**src/rtl/output_writeback_if.sv**
```systemverilog
// Result-stream and memory write-port bundle for output_writeback.
// The slave side is the write-back block; the master side drives results and mem_ready.
interface output_writeback_if #(
  parameter int DW = 32,
  parameter int XW = 7,
  parameter int YW = 7,
  parameter int CW = 4,
  parameter int AW = 20
);
  logic [DW-1:0] in_data;
  logic          in_valid;
  logic [XW-1:0] in_x;
  logic [YW-1:0] in_y;
  logic [CW-1:0] in_ch;
  logic [AW-1:0] mem_addr;
  logic [DW-1:0] mem_wdata;
  logic          mem_valid;
  logic          mem_ready;

  modport master (
    output in_data, in_valid, in_x, in_y, in_ch, mem_ready,
    input  mem_addr, mem_wdata, mem_valid
  );

  modport slave (
    input  in_data, in_valid, in_x, in_y, in_ch, mem_ready,
    output mem_addr, mem_wdata, mem_valid
  );
endinterface

```
**src/rtl/output_writeback.sv**
```systemverilog
// Buffers top_system results in a small FIFO and writes them to external memory,
// pulsing done once every pixel of the layer has been accepted and written.
//
// state | meaning
// IDLE  | waiting for start; in_valid ignored
// RUN   | accepting results until TOTAL have arrived
// DRAIN | input ignored; emptying the FIFO to memory
// DONE  | one-cycle done pulse, then back to IDLE
module output_writeback #(
  parameter int ACCUMULATION_WIDTH = 32,
  parameter int FEATURE_MAP_WIDTH  = 128,
  parameter int FEATURE_MAP_HEIGHT = 128,
  parameter int OUTPUT_NB_CHANNELS = 16,
  parameter int EXT_MEM_HEIGHT     = 1 << 20,
  parameter int BASE_ADDR          = 0,
  parameter int FIFO_DEPTH         = 4,
  localparam int TOTAL = FEATURE_MAP_WIDTH * FEATURE_MAP_HEIGHT * OUTPUT_NB_CHANNELS,
  localparam int CNTW  = $clog2(TOTAL + 1)
) (
  input  logic                clk,
  input  logic                arst_n_in,
  input  logic                start,
  output_writeback_if.slave   wb,
  output logic                busy,
  output logic                done,
  output logic                overflow,
  output logic [CNTW-1:0]     write_count
);
  localparam int AW = $clog2(EXT_MEM_HEIGHT);
  localparam int PW = $clog2(FIFO_DEPTH);
  localparam logic [CNTW-1:0] TOTAL_C = CNTW'(TOTAL);

  localparam logic [1:0] S_IDLE  = 2'd0;
  localparam logic [1:0] S_RUN   = 2'd1;
  localparam logic [1:0] S_DRAIN = 2'd2;
  localparam logic [1:0] S_DONE  = 2'd3;

  logic [1:0]              r_state;
  logic [CNTW-1:0]         r_acc_cnt;
  logic [CNTW-1:0]         r_write_count;
  logic                    r_overflow;
  logic [PW:0]             r_wr_ptr;
  logic [PW:0]             r_rd_ptr;
  logic [AW-1:0]           r_addr_mem [FIFO_DEPTH];
  logic [ACCUMULATION_WIDTH-1:0] r_data_mem [FIFO_DEPTH];

  logic            w_empty;
  logic            w_full;
  logic            w_flush;
  logic            w_accept;
  logic            w_pop;
  logic            w_push;
  logic            w_drop;
  logic [CNTW-1:0] w_acc_next;
  logic [31:0]     w_addr32;
  logic [AW-1:0]   w_addr;

  assign w_addr32 = 32'(BASE_ADDR)
                  + (32'(wb.in_ch) * 32'(FEATURE_MAP_HEIGHT) + 32'(wb.in_y))
                    * 32'(FEATURE_MAP_WIDTH)
                  + 32'(wb.in_x);
  assign w_addr   = w_addr32[AW-1:0];

  assign w_empty    = (r_wr_ptr == r_rd_ptr);
  assign w_full     = (r_wr_ptr[PW] != r_rd_ptr[PW]) &&
                      (r_wr_ptr[PW-1:0] == r_rd_ptr[PW-1:0]);
  assign w_flush    = (r_state == S_IDLE) && start;
  assign w_accept   = (r_state == S_RUN) && wb.in_valid;
  assign w_pop      = !w_empty && wb.mem_ready;
  // a full FIFO still takes the new word when the head leaves in the same cycle
  assign w_push     = w_accept && (!w_full || w_pop);
  assign w_drop     = w_accept && w_full && !w_pop;
  assign w_acc_next = r_acc_cnt + 1'b1;

  assign wb.mem_valid = !w_empty;
  assign wb.mem_addr  = r_addr_mem[r_rd_ptr[PW-1:0]];
  assign wb.mem_wdata = r_data_mem[r_rd_ptr[PW-1:0]];
  assign busy         = (r_state == S_RUN) || (r_state == S_DRAIN);
  assign done         = (r_state == S_DONE);
  assign overflow     = r_overflow;
  assign write_count  = r_write_count;

  always_ff @(posedge clk or negedge arst_n_in) begin
    if (!arst_n_in) begin
      r_wr_ptr <= '0;
      r_rd_ptr <= '0;
      for (int i = 0; i < FIFO_DEPTH; i++) begin
        r_addr_mem[i] <= '0;
        r_data_mem[i] <= '0;
      end
    end else if (w_flush) begin
      r_wr_ptr <= '0;
      r_rd_ptr <= '0;
    end else begin
      if (w_push) begin
        r_addr_mem[r_wr_ptr[PW-1:0]] <= w_addr;
        r_data_mem[r_wr_ptr[PW-1:0]] <= wb.in_data;
        r_wr_ptr <= r_wr_ptr + 1'b1;
      end
      if (w_pop) begin
        r_rd_ptr <= r_rd_ptr + 1'b1;
      end
    end
  end

  always_ff @(posedge clk or negedge arst_n_in) begin
    if (!arst_n_in) begin
      r_state       <= S_IDLE;
      r_acc_cnt     <= '0;
      r_write_count <= '0;
      r_overflow    <= 1'b0;
    end else begin
      if (w_flush) begin
        r_write_count <= '0;
      end else if (w_pop && (r_write_count != TOTAL_C)) begin
        r_write_count <= r_write_count + 1'b1;
      end

      case (r_state)
        S_IDLE: begin
          if (start) begin
            r_state    <= S_RUN;
            r_acc_cnt  <= '0;
            r_overflow <= 1'b0;
          end
        end
        S_RUN: begin
          if (w_accept) begin
            r_acc_cnt <= w_acc_next;
            if (w_acc_next == TOTAL_C) begin
              r_state <= S_DRAIN;
            end
          end
          if (w_drop) begin
            r_overflow <= 1'b1;
          end
        end
        S_DRAIN: begin
          if (w_empty) begin
            r_state <= S_DONE;
          end
        end
        S_DONE: begin
          r_state <= S_IDLE;
        end
        default: begin
          r_state <= S_IDLE;
        end
      endcase
    end
  end
endmodule
```
**src/flat_wrapper.sv**
```systemverilog
// flat-port wrapper written by rule: the top's interface ports become plain ports
module output_writeback_flat 
#(
  parameter int ACCUMULATION_WIDTH = 32,
  parameter int FEATURE_MAP_WIDTH  = 128,
  parameter int FEATURE_MAP_HEIGHT = 128,
  parameter int OUTPUT_NB_CHANNELS = 16,
  parameter int EXT_MEM_HEIGHT     = 1 << 20,
  parameter int BASE_ADDR          = 0,
  parameter int FIFO_DEPTH         = 4,
  localparam int TOTAL = FEATURE_MAP_WIDTH * FEATURE_MAP_HEIGHT * OUTPUT_NB_CHANNELS,
  localparam int CNTW  = $clog2(TOTAL + 1)
)
  (clk, arst_n_in, start, busy, done, overflow, write_count, wb_in_data, wb_in_valid, wb_in_x, wb_in_y, wb_in_ch, wb_mem_ready, wb_mem_addr, wb_mem_wdata, wb_mem_valid);
  output_writeback_if wb_i ();
  input  logic clk;
  input  logic arst_n_in;
  input  logic start;
  output logic busy;
  output logic done;
  output logic overflow;
  output logic [CNTW-1:0] write_count;
  input wire logic [$bits(wb_i.in_data)-1:0] wb_in_data;
  input wire logic [$bits(wb_i.in_valid)-1:0] wb_in_valid;
  input wire logic [$bits(wb_i.in_x)-1:0] wb_in_x;
  input wire logic [$bits(wb_i.in_y)-1:0] wb_in_y;
  input wire logic [$bits(wb_i.in_ch)-1:0] wb_in_ch;
  input wire logic [$bits(wb_i.mem_ready)-1:0] wb_mem_ready;
  output wire logic [$bits(wb_i.mem_addr)-1:0] wb_mem_addr;
  output wire logic [$bits(wb_i.mem_wdata)-1:0] wb_mem_wdata;
  output wire logic [$bits(wb_i.mem_valid)-1:0] wb_mem_valid;
  assign wb_i.in_data = wb_in_data;
  assign wb_i.in_valid = wb_in_valid;
  assign wb_i.in_x = wb_in_x;
  assign wb_i.in_y = wb_in_y;
  assign wb_i.in_ch = wb_in_ch;
  assign wb_i.mem_ready = wb_mem_ready;
  assign wb_mem_addr = wb_i.mem_addr;
  assign wb_mem_wdata = wb_i.mem_wdata;
  assign wb_mem_valid = wb_i.mem_valid;
  output_writeback #(.ACCUMULATION_WIDTH(ACCUMULATION_WIDTH), .FEATURE_MAP_WIDTH(FEATURE_MAP_WIDTH), .FEATURE_MAP_HEIGHT(FEATURE_MAP_HEIGHT), .OUTPUT_NB_CHANNELS(OUTPUT_NB_CHANNELS), .EXT_MEM_HEIGHT(EXT_MEM_HEIGHT), .BASE_ADDR(BASE_ADDR), .FIFO_DEPTH(FIFO_DEPTH)) u_core (.clk(clk), .arst_n_in(arst_n_in), .start(start), .wb(wb_i), .busy(busy), .done(done), .overflow(overflow), .write_count(write_count));
endmodule
```
**config.mk**
```make
export PLATFORM = sky130hd
export DESIGN_NAME = output_writeback_flat
export DESIGN_NICKNAME = d
export VERILOG_FILES = /design/src/rtl/output_writeback_if.sv /design/src/rtl/output_writeback.sv /design/src/flat_wrapper.sv
export SDC_FILE = /design/constraint.sdc
export NUM_CORES = 1
export LEC_CHECK = 0
export ABC_AREA = 1
export BUFFER_PORTS_ARGS = -buffer_cell sky130_fd_sc_hd__buf_2
export CAP_MARGIN = 30
export CELL_PAD_IN_SITES_DETAIL_PLACEMENT = 0
export CELL_PAD_IN_SITES_GLOBAL_PLACEMENT = 2
export CORE_AREA = 4 4 199 201
export DETAILED_ROUTE_END_ITERATION = 16
export DIE_AREA = 0 0 203 205
export PLACE_DENSITY_LB_ADDON = 0.1
export SLEW_MARGIN = 20
export SYNTH_ARGS = -nofsm -noshare
export SYNTH_HDL_FRONTEND = slang
export SYNTH_SLANG_ARGS = --single-unit
```
**constraint.sdc**
```tcl
create_clock -name clk -period 1.6 [get_ports clk]
set_input_delay 0.32 -clock clk [delete_from_list [all_inputs] [get_ports clk]]
set_output_delay 0.32 -clock clk [all_outputs]
set_load 0.005 [all_outputs]
```
==> flow_summary_export.csv <==
group,metric,value,unit
status,status,"finished with violations",
status,violations,"setup timing",
global_route,grt_pass1_wl,59.6,mm
clock_network,clock_latency,0.59,ns
sta,max_freq,0.444,GHz
global_route,globalRouteOverflowTotal,0,
power_and_ir_drop,p_clk_share,19.5,%
power_and_ir_drop,vdd_drop_max,1040,µV
global_route,grt_max_degree,77,
cells_and_area,multiInputGateArea,0.00699,mm²
yosys,synthFlopType,"dfrtp_1",
power_and_ir_drop,swShare,40.1,%
power_and_ir_drop,p_leak,8.65,nW
sta,rsz0062_at_grt,"true",
sta,timing_hold_violations_final,0,
place,dpl.hpwl,23.0,mm
yosys,synth_seq_cells,247,
clock_network,clock_path_buffers,3,
yosys,synth_edf_count,0,
critical_path,cp-start-kind,"flop",
yosys,netlist_area,0.0119,mm²
power_and_ir_drop,power_switching,14.1,mW
clock_network,cts-root-buf,"clkbuf_16",
sta,worst_pin_slew,0.788,ns
critical_path,worst_path_max_delay_cell,"dfrtp_4",
yosys,synth_cells,1389,
floorplan,dieArea,0.0416,mm²
floorplan,rows,71,
floorplan,die_w,203,µm
cells_and_area,seqCellArea,0.00619,mm²
critical_path,cp_data_required_time,1.28,ns
yosys,synth_cell_types,40,
sta,skew,0.0214,ns
power_and_ir_drop,combinationalPowerShare,50.0,%
power_and_ir_drop,sequentialPowerShare,30.6,%
critical_path,cp-end-kind,"output pin",
yosys,async_flop_share,100,%
clock_network,cts_sinks,247,
drt,viasPerCell,4.97,
cells_and_area,final_cell_mix,"243 x dfrtp_1, 173 x o21ai_2, 131 x nand2_1",
floorplan,initial_core_util,31.8,%
cells_and_area,nFillCells,3505,
cells_and_area,final_common_cell,"dfrtp_1",
yosys,avgSynthCellArea,8.60,µm²
worst_hold_path,min_path_type,"in2reg",
drt,wl,46.1,mm
sta,slew_headroom,47.5,%
floorplan,io-pin-count,130,
critical_path,timing.critical_path.mode_cell,"buf_12",
sta,drv_slew,0,
critical_path,crit_type,"reg2out",
cells_and_area,drive_gt1_share,51.2,%
sta,period_needed,2.25,ns
power_and_ir_drop,cellPowerDensity,1850,mW/mm²
critical_path,cp.arrival,1.93,ns
floorplan,core-area,0.0376,mm²
sta,final.period_utilization,141,%
place,post-place-ws,-0.243,ns
critical_path,crit_path_max_incr_delay,0.55,ns
place,dpl.cell_count,2097,
floorplan,die_y,205,µm
drt,final_antenna_net_count,0,
drt,vias,11200,
sta,fin_ws,-0.653,ns
yosys,seq_area_frac_synth,51.7,%
cells_and_area,fin_util,50.8,%
drt,wl_per_cell,20.5,µm
power_and_ir_drop,p_int,21.1,mW
power_and_ir_drop,power,35.2,mW
clock_network,htreeDepth,1,
yosys,yosysWarnings,0,
critical_path,crit_path_max_fanout,7,
place,gp_congestion,0.793,
clock_network,cts_made_buffers,30,
cells_and_area,syn_to_final_growth,59.7,%
critical_path,cp_num_buf_inv,4,
drt,drt_pre_antenna_iters,4,
clock_network,cts_tree,"built",
sta,finalSetupViolCount,296,
flow_run,max_cap_viol_count,0,
drt,drc,0,
global_route,grt_pass1_vias,10700,
critical_path,crit_family,"buffers and inverters",
drt,drt_iter0_drc,606,
cells_and_area,n_antenna_cell,0,
cells_and_area,fin_cells,2245,
global_route,grt_antenna_before_repair,0,
cells_and_area,layout.nets,1778,
clock_network,clk_pin_slew_worst_paths,0.06,ns
sta,fin_setup_tns,-108.91,ns
global_route,grt.total_usage,17.7,%
critical_path,worst-r2r-setup-slack,-0.44,ns
critical_path,cp_cell_sequence,"buf_12, buf_12, buf_16, o21ai_2, o22ai_1, buf_2",
place,portBuffers,127,
==> metrics by stage <==
stage | hold slack [ns] | instance area [µm²]
2_1_floorplan | 0.0244 | 12100
3_3_place_gp | 0.184 | 14200
3_5_place_dp | 0.184 | 14200
4_1_cts | 0.00283 | 16200
5_1_grt | 0.0322 | 19100
6_report | 0.0392 | 19100
==> final timing paths <==
check,start,to,cells after the start
hold / removal,wb_in_x[0],u_core.r_addr_mem[20],3
hold reg to reg,u_core.r_addr_mem[22],u_core.r_addr_mem[22],2
max in group asynchronous,arst_n_in,u_core.r_addr_mem[44],3
setup reg to reg,u_core.r_rd_ptr[0],u_core.r_addr_mem[68],12
setup / recovery,u_core.r_rd_ptr[0],wb_mem_wdata[2],6
min in group asynchronous,arst_n_in,u_core.r_acc_cnt[0],2
==> state kept, by name (all words and copies together), names as in the netlist <==
name and count:
u_core.r_wr_ptr 3, u_core.write_count 19, u_core.r_acc_cnt 19, u_core.r_addr_mem 72, u_core.overflow 1, u_core.r_state 2, u_core.r_data_mem 128, u_core.r_rd_ptr 3
==> layout make-up <==
cell class | instances | area share, %
clock inverter | 11 | 0.564
sequential | 247 | 32.4
inverter | 104 | 2.20
timing repair buffer | 359 | 20.2
tap | 511 | 3.35
clock buffer | 44 | 4.63
multi-input combinational | 969 | 36.6
==> per-layer routing <==
metal | GRT usage [%] | routed length, µm
met1 | 24.6 | 21500
met2 | 29.2 | 21800
met3 | 2.79 | 1490
met4 | 4.15 | 1210
met5 | 0 | 0
==> timing repair <==
item                                   CTS  global route
gates cloned                             9            58
setup buffers                           17            11
resized for setup                      186           485
hold buffers                             1             0
pin swaps                               39            48
endpoints found under the hold margin  205             0
setup endpoints to repair              293           303
==> worst reg2reg max path, stage by stage, from the launching register on <==
cell       delay (ns)
dfrtp_4          0.55
clkinv_8         0.12
buf_6            0.11
nand2_4          0.06
nand4_4          0.11
nand3_4          0.10
nor2_8           0.16
clkbuf_16        0.21
buf_12           0.13
nand2_8          0.08
clkbuf_16        0.23
nand2_2          0.06
o21ai_1          0.05
==> synth_stat cells, types with 2 or more instances <==
library cell  number  share of area (%)
o22ai_1           59                3.1
nor3_1            10               0.42
a21oi_1           12               0.50
o21ai_2           41                3.0
dfrtp_1          247                 52
nor2_1           144                4.5
nand2_2            3               0.16
nand4_2            2               0.21
clkbuf_1          35                1.1
buf_4              5               0.31
nor2_2             3               0.16
ha_1              12                1.3
nand2_8            4               0.67
nor4_1             2               0.10
inv_1            100                3.1
nand2_1          308                9.7
xor2_1             9               0.66
nand3_1           24                1.0
nor3_2             2               0.17
nand3b_1           2               0.13
inv_2              2              0.063
o21ai_1          160                6.7
a211oi_1           3               0.19
o31ai_1            5               0.31
nand4_1           16               0.84
o21ai_0          128                5.4
buf_6             38                3.6
==> power by group through the flow <==
stage / sequential [mW] / combinational, mW / clock (mW)
2_1_floorplan: 9.59 / 6.69 / 0
3_3_place_gp: 9.81 / 11.5 / 0
3_5_place_dp: 9.84 / 11.5 / 0
4_1_cts: 9.97 / 14.1 / 7.01
5_1_grt: 11.1 / 19.0 / 7.29
6_report: 10.8 / 17.6 / 6.86
==> cells by family (layout without fill, tap and decap cells) <==
family / count (synthesis) / in the layout / synth area share (%)
AND/OR/NAND/NOR: 524 / 533 / 18.5
other: 1 / 2 / 0.0314
buffers and inverters: 183 / 518 / 8.32
flip-flops: 247 / 247 / 51.7
adder cells (fa/ha/maj): 12 / 12 / 1.26
AO/OA/AOI/OAI: 412 / 412 / 19.4
XOR/XNOR: 10 / 10 / 0.733
No activity file was read; power rests on OpenSTA's default activity.
